--- src/rtl/ahb_master_arbiter.sv ---
// Two-requester round-robin arbiter feeding one AHB3-Lite master port, one transfer in flight.
// Define AHB_ARB_TIMEOUT_EN to add a data-phase watchdog that aborts after TIMEOUT_CYCLES wait states.
module ahb_master_arbiter #(
  parameter int ADDR_W         = 16,
  parameter int DATA_W         = 32,
  parameter int TIMEOUT_CYCLES = 255
) (
  input  logic                HCLK,
  input  logic                HRESETn,
  input  logic [1:0]          req_valid,
  input  logic [1:0]          req_write,
  input  logic [2*ADDR_W-1:0] req_addr,
  input  logic [2*DATA_W-1:0] req_wdata,
  output logic [1:0]          req_ready,
  output logic [1:0]          rsp_valid,
  output logic [DATA_W-1:0]   rsp_rdata,
  output logic                rsp_err,
  output logic                HSEL,
  output logic [ADDR_W-1:0]   HADDR,
  output logic [1:0]          HTRANS,
  output logic                HWRITE,
  output logic [2:0]          HSIZE,
  output logic [2:0]          HBURST,
  output logic [3:0]          HPROT,
  output logic [DATA_W-1:0]   HWDATA,
  input  logic [DATA_W-1:0]   HRDATA,
  input  logic                HREADY,
  input  logic                HRESP
);

  localparam logic [1:0] ST_IDLE   = 2'b00;
  localparam logic [1:0] ST_ADDR   = 2'b01;
  localparam logic [1:0] ST_DATA   = 2'b10;
  localparam logic [1:0] TR_IDLE   = 2'b00;
  localparam logic [1:0] TR_NONSEQ = 2'b10;

  logic [1:0]        state_q, state_d;
  logic              prio_q, prio_d;
  logic              gnt_q, gnt_d;
  logic              write_q;
  logic [ADDR_W-1:0] addr_q;
  logic [DATA_W-1:0] wdata_q;
  logic [1:0]        rsp_valid_q;
  logic [DATA_W-1:0] rdata_q;
  logic              err_q;

  logic              take;
  logic              pick;
  logic              done;
  logic              abort;
  logic              sel_write;
  logic [ADDR_W-1:0] sel_addr;
  logic [DATA_W-1:0] sel_wdata;

  // prio_q names the requester that wins a tie; a lone requester always wins.
  always_comb begin
    pick      = (req_valid == 2'b11) ? prio_q : req_valid[1];
    sel_write = pick ? req_write[1] : req_write[0];
    sel_addr  = pick ? req_addr[2*ADDR_W-1:ADDR_W] : req_addr[ADDR_W-1:0];
    sel_wdata = pick ? req_wdata[2*DATA_W-1:DATA_W] : req_wdata[DATA_W-1:0];
  end

  assign take = (state_q == ST_IDLE) && (req_valid != 2'b00);
  assign done = (state_q == ST_DATA) && HREADY;

`ifdef AHB_ARB_TIMEOUT_EN
  localparam int CNT_W = (TIMEOUT_CYCLES > 1) ? $clog2(TIMEOUT_CYCLES) : 1;

  logic [CNT_W-1:0] cnt_q, cnt_d;

  // Counts consecutive HREADY=0 data-phase cycles; fires on the last allowed one.
  assign abort = (state_q == ST_DATA) && !HREADY &&
                 (cnt_q == CNT_W'(TIMEOUT_CYCLES - 1));

  always_comb begin
    cnt_d = '0;
    if ((state_q == ST_DATA) && !HREADY && !abort) begin
      cnt_d = cnt_q + 1'b1;
    end
  end

  always_ff @(posedge HCLK or negedge HRESETn) begin
    if (!HRESETn) begin
      cnt_q <= '0;
    end else begin
      cnt_q <= cnt_d;
    end
  end
`else
  assign abort = 1'b0;
`endif

  always_comb begin
    state_d = state_q;
    prio_d  = prio_q;
    gnt_d   = gnt_q;
    case (state_q)
      ST_IDLE: begin
        if (take) begin
          state_d = ST_ADDR;
          gnt_d   = pick;
          prio_d  = ~pick;
        end
      end
      ST_ADDR: state_d = ST_DATA;
      ST_DATA: begin
        if (done || abort) begin
          state_d = ST_IDLE;
        end
      end
      default: state_d = ST_IDLE;
    endcase
  end

  always_ff @(posedge HCLK or negedge HRESETn) begin
    if (!HRESETn) begin
      state_q     <= ST_IDLE;
      prio_q      <= 1'b0;
      gnt_q       <= 1'b0;
      write_q     <= 1'b0;
      addr_q      <= '0;
      wdata_q     <= '0;
      rsp_valid_q <= 2'b00;
      rdata_q     <= '0;
      err_q       <= 1'b0;
    end else begin
      state_q     <= state_d;
      prio_q      <= prio_d;
      gnt_q       <= gnt_d;
      rsp_valid_q <= 2'b00;
      if (take) begin
        write_q <= sel_write;
        addr_q  <= sel_addr;
        wdata_q <= sel_wdata;
      end
      if (done || abort) begin
        rsp_valid_q <= gnt_q ? 2'b10 : 2'b01;
        err_q       <= done ? HRESP : 1'b1;
      end
      // Writes leave the last read data visible.
      if (done && !write_q) begin
        rdata_q <= HRDATA;
      end
    end
  end

  // Grant is combinational in IDLE, masked while reset is held.
  assign req_ready = (take && HRESETn) ? (pick ? 2'b10 : 2'b01) : 2'b00;
  assign rsp_valid = rsp_valid_q;
  assign rsp_rdata = rdata_q;
  assign rsp_err   = err_q;

  assign HSEL   = (state_q == ST_ADDR);
  assign HTRANS = (state_q == ST_ADDR) ? TR_NONSEQ : TR_IDLE;
  assign HADDR  = addr_q;
  assign HWRITE = write_q;
  assign HSIZE  = 3'b010;
  assign HBURST = 3'b000;
  assign HPROT  = 4'b0011;
  assign HWDATA = wdata_q;

endmodule

--- config.mk ---
export PLATFORM = sky130hd
export DESIGN_NAME = ahb_master_arbiter
export DESIGN_NICKNAME = d
export VERILOG_FILES = /design/src/rtl/ahb_master_arbiter.sv
export SDC_FILE = /design/constraint.sdc
export NUM_CORES = 1
export LEC_CHECK = 0
export CAP_MARGIN = 20
export CORE_ASPECT_RATIO = 0.8
export CORE_MARGIN = 2
export CORE_UTILIZATION = 33
export DETAILED_ROUTE_END_ITERATION = 6
export PLACE_DENSITY = 0.76
export SETUP_SLACK_MARGIN = 0.05
export SLEW_MARGIN = 15
export SYNTH_ARGS = -nofsm -noshare
export SYNTH_HDL_FRONTEND = slang
export SYNTH_SLANG_ARGS = --single-unit
--- constraint.sdc ---
create_clock -name HCLK -period 1.5 [get_ports HCLK]
set_input_delay 0.3 -clock HCLK [delete_from_list [all_inputs] [get_ports HCLK]]
set_output_delay 0.3 -clock HCLK [all_outputs]
set_load 0.05 [all_outputs]
==> reports/results.txt <==
The run finished, with violations left. The final reports fail on setup timing. The sequential area share after synthesis is 58.9%, and the largest vdd supply drop is 0.00146 V. Summing the areas of all compound-gate instances in the mapped netlist gives 14.1% of the synthesized area. The number of buffers between clock root and the deepest sink is 2, and the number of iterations in the first detailed-routing pass is 4. Floorplan row count: 34. The tools report the wire length of the first global-routing pass as 20.8 mm.

The largest family of logic cells by synthesized area is compound AO/OA/AOI/OAI gates. STA classifies the critical path endpoint as a primary output. The final number of max-transition violations was 0; the share of power burned in registers was 23.5%. The initial cell density of the core was 34.2%. The netlist uses 23 different library cells. In this run the vertical extent of the chip is 99.2 um.

The path class of the tightest hold or removal check is in2async. Among cell families on the critical path, the largest total delay comes from simple AND/OR/NAND/NOR gates. The routed layout has 3386 vias.

Summing every instance area after synthesis gives 3740 um^2. Routability-driven placement finished with a final weighted congestion of 0.780. The normalized max-slew margin is 40.2%. Summing all multi-input logic gate instances after layout gives 1480 um^2. The HPWL after detailed placement is 9.36 mm.

Of the total synthesized cell area, the portion taken by AND, OR, NAND and NOR gates is 10.3%. The floorplan die area was 12200 um^2; the count of unresolved DRC violations after routing was 0. The tools report the final worst slack as -0.182 ns. The via count of the first global-routing pass is 3671. The worst path needs 1.68 ns of the cycle, external delays included. Global routing used 27.1% of the available met1 tracks. Input and output buffers added on the ports amount to 223. The run gives 72 as the maximum number of pins on one net before global-route repair. The switching power share of the total is 41.7%. The logic gate share of total power is 64.5%, and the sequential cell area in the final layout is 2200 um^2.

The clock tree skew after final layout is 0.00965 ns. In this run the number of H-tree levels came out at 3. Global routing used 38.4% of the available met2 tracks. The run gives 12.2 mW as the cell-internal power. For this design the top-level I/O count stands at 235. Residual overflow from global routing: 0. On the critical path, the stage with the largest delay is an instance of sky130_fd_sc_hd__dfrtp_1.

After filler insertion, the fill cell instance count of the layout stands at 687. For the wire length after detailed routing, the log shows 13.7 mm. Synthesis produced a netlist whose cell count is 275.

For the iteration-0 DRC count of the detailed router, the log shows 121. Global routing used 22.6% of the available tracks across all layers. From left edge to right edge, the die measures 123 um. Of the cells placed in the final design, the portion with a size suffix greater than 1 is 36.1%. The cell sitting at the root of the clock tree is a sky130_fd_sc_hd__clkbuf_16. The hold violation count in the final report was 0.

The tools report the number of nets in the final layout as 663. Data on the critical path is required at its endpoint by 1.20 ns. In the final timing run, aggregate negative setup slack is -6.47 ns.

The transition time at the pin with the least slew margin came out at 0.896 ns. The run gives 3.67 nW as the leakage power total. TritonCTS built the clock tree.

The logs give 0.595 GHz for the upper clock frequency limit and -0.13 ns for the setup slack of the worst register-to-register path. For this design, the sink count on the clock tree is 88. Using the TritonRoute via totals, the vias-per-cell ratio works out to 5.00.

Relative area change from synthesis to final layout: 113%. Of the total synthesized cell area, the portion taken by full adders, half adders and majority gates is 0%. The tools report the number of antenna violations at the first check in global routing as 1. The power spent charging and discharging nets came out at 8.74 mW. In this run, synthesis produced a sequential element count of 88. The share of synthesized area spent on multiplexers came out at 9.95%. TritonCTS created 9 clock buffers. Data on the critical path arrives at its endpoint at 1.38 ns.

Dividing total power by cell area gives a power density of 2630 nW/um^2. The clock reaches the later pin of the worst-skew pair after 0.34 ns. The number of failing setup endpoints in the final timing report was 84. STA classifies the critical path startpoint as a flip-flop. Traced cell by cell, the critical path runs through nor2_4 > and3_4 > and2_4 > buf_12. The final critical path takes up 112% of the cycle. After clock tree synthesis, the clock-pin slew on the worst setup and hold paths is 0.07 ns. Setup repair after global routing could not meet its margin everywhere. The area of the core region was 10900 um^2.

The number of buffer and inverter instances along the worst setup path is 1, and the final routed wire length divided by cell count is 20.2 um. The synthesized area divided by synthesized cell count was 13.6 um^2; the maximum fanout along the worst path was 3. The tool flagged a number of max-cap violations equal to 0. The delay contributed by the slowest stage of the critical path works out to 0.41 ns. The area share of xor/xnor cells in the synthesized design was 0%. The layer flagged by global routing as most heavily used is met2. The worst setup path is of the reg2out kind. The total number of yosys warnings was 0. The detail route stage leaves a number of antenna-violating nets equal to 0. On the final layout, the worst hold slack is 0.190 ns.

The portion of total power attributed to the clock network was 12.0%; the met3 capacity usage during global routing was 8.94%.
cells in the final DEF (no fill, tap or decap), types with 2 or more instances in the layout:
cell type                         instances
sky130_fd_sc_hd__clkdlybuf4s50_1        132
sky130_fd_sc_hd__buf_12                  96
sky130_fd_sc_hd__dfrtp_1                 88
sky130_fd_sc_hd__a221o_1                 49
sky130_fd_sc_hd__and3_1                  48
sky130_fd_sc_hd__mux2_4                  30
sky130_fd_sc_hd__buf_6                   15
sky130_fd_sc_hd__buf_4                   15
sky130_fd_sc_hd__conb_1                  11
sky130_fd_sc_hd__clkbuf_16               10
sky130_fd_sc_hd__buf_16                   5
sky130_fd_sc_hd__and3_4                   3
sky130_fd_sc_hd__mux2_2                   3
sky130_fd_sc_hd__nor2_1                   2
sky130_fd_sc_hd__nor2_4                   2
sky130_fd_sc_hd__inv_1                    2
sky130_fd_sc_hd__bufinv_16                2
sky130_fd_sc_hd__inv_8                    2
sky130_fd_sc_hd__dlygate4sd2_1            2
state kept, by name, summed over array words and instances, names as in the netlist:
| name | flops |
|---|---|
| HADDR | 16 |
| HWDATA | 32 |
| HWRITE | 1 |
| gnt_q | 1 |
| prio_q | 1 |
| rsp_err | 1 |
| rsp_rdata | 32 |
| rsp_valid | 2 |
| state_q | 2 |
through the flow:
step | setup WS (ns) | util, % | cells | total power [mW] | instance area [um^2]
after floorplan | -0.0267 | - | 284 | 10.8 | 3930
after global placement | -0.297 | 65.9 | 636 | 17.2 | 7200
after detailed placement | -0.339 | 65.9 | 636 | 17.4 | 7200
after CTS | -0.207 | 72.4 | 674 | 21.0 | 7920
after global routing | -0.236 | 72.8 | 676 | 21.7 | 7960
final | -0.182 | 72.8 | 677 | 20.9 | 7960
Yosys cell counts, drive strengths merged:
library cell | number | area share, %
dfrtp | 88 | 59
and3 | 51 | 8.7
a221o | 49 | 13
mux2 | 33 | 9.9
buf | 21 | 4.8
clkbuf | 15 | 1.5
nor2 | 4 | 0.54
conb | 2 | 0.20
inv | 2 | 0.20
a21boi | 1 | 0.30
a21o | 1 | 0.20
a22o | 1 | 0.23
and2 | 1 | 0.17
nand2b | 1 | 0.17
nand3b | 1 | 0.20
nor2b | 1 | 0.17
nor3b | 1 | 0.20
o21ai | 1 | 0.23
or2 | 1 | 0.17
logic make-up (layout without fill, tap and decap cells):
kind of cell	Yosys count	count (layout)
AO/OA/AOI/OAI	53	53
buffers and inverters	38	286
other	2	12
AND/OR/NAND/NOR	61	61
flip-flops	88	88
multiplexers	33	33
area by class of cell:
type	count	share of cell area, %
clock inverters	6	1.24
well taps	144	2.26
inverters	2	0.0943
diodes	1	0.0314
multi-input cells	158	18.6
repair buffers	268	47.1
clock buffers	10	3.00
flip-flops and latches	88	27.7
what timing repair did:
action | CTS | global route
hold endpoints to repair | 17 | 0
pin swaps | 6 | 4
buffers inserted | 13 | 1
hold buffers | 1 | 0
setup endpoints to repair | 40 | 87
cloned | 8 | 1
resized for setup | 21 | 8
power groups by stage:
stage / sequential, mW / clock (mW) / combinational (mW)
final: 4.92 / 2.51 / 13.5
after global routing: 5.06 / 2.68 / 14.0
after CTS: 4.91 / 2.56 / 13.5
after detailed placement: 4.91 / 0 / 12.5
after global placement: 4.85 / 0 / 12.3
after floorplan: 8.04 / 0 / 2.73
final timing paths:
path                                             start                      to  cells after the start
worst max register to register  state_q[0]$_DFFE_PN0P_   HADDR[13]$_DFFE_PN0P_                      7
worst min-delay path                           HRESETn  HWDATA[19]$_DFFE_PN0P_                      2
worst max-delay path            state_q[0]$_DFFE_PN0P_            req_ready[1]                      4
min in group HCLK                    gnt_q$_DFFE_PN0P_  rsp_valid[0]$_DFF_PN0_                      1
worst min register to register       gnt_q$_DFFE_PN0P_  rsp_valid[0]$_DFF_PN0_                      1
max in group asynchronous                      HRESETn  HWDATA[30]$_DFFE_PN0P_                      2
metal layers:
layer	part of all wire [%]	vias to the layer above
met4	1.5	0
met3	9.3	17
met5	0	-
met1	40	1669
met2	49	169
li1	-	1531
Note: power is estimated with default switching activity, not from simulation.
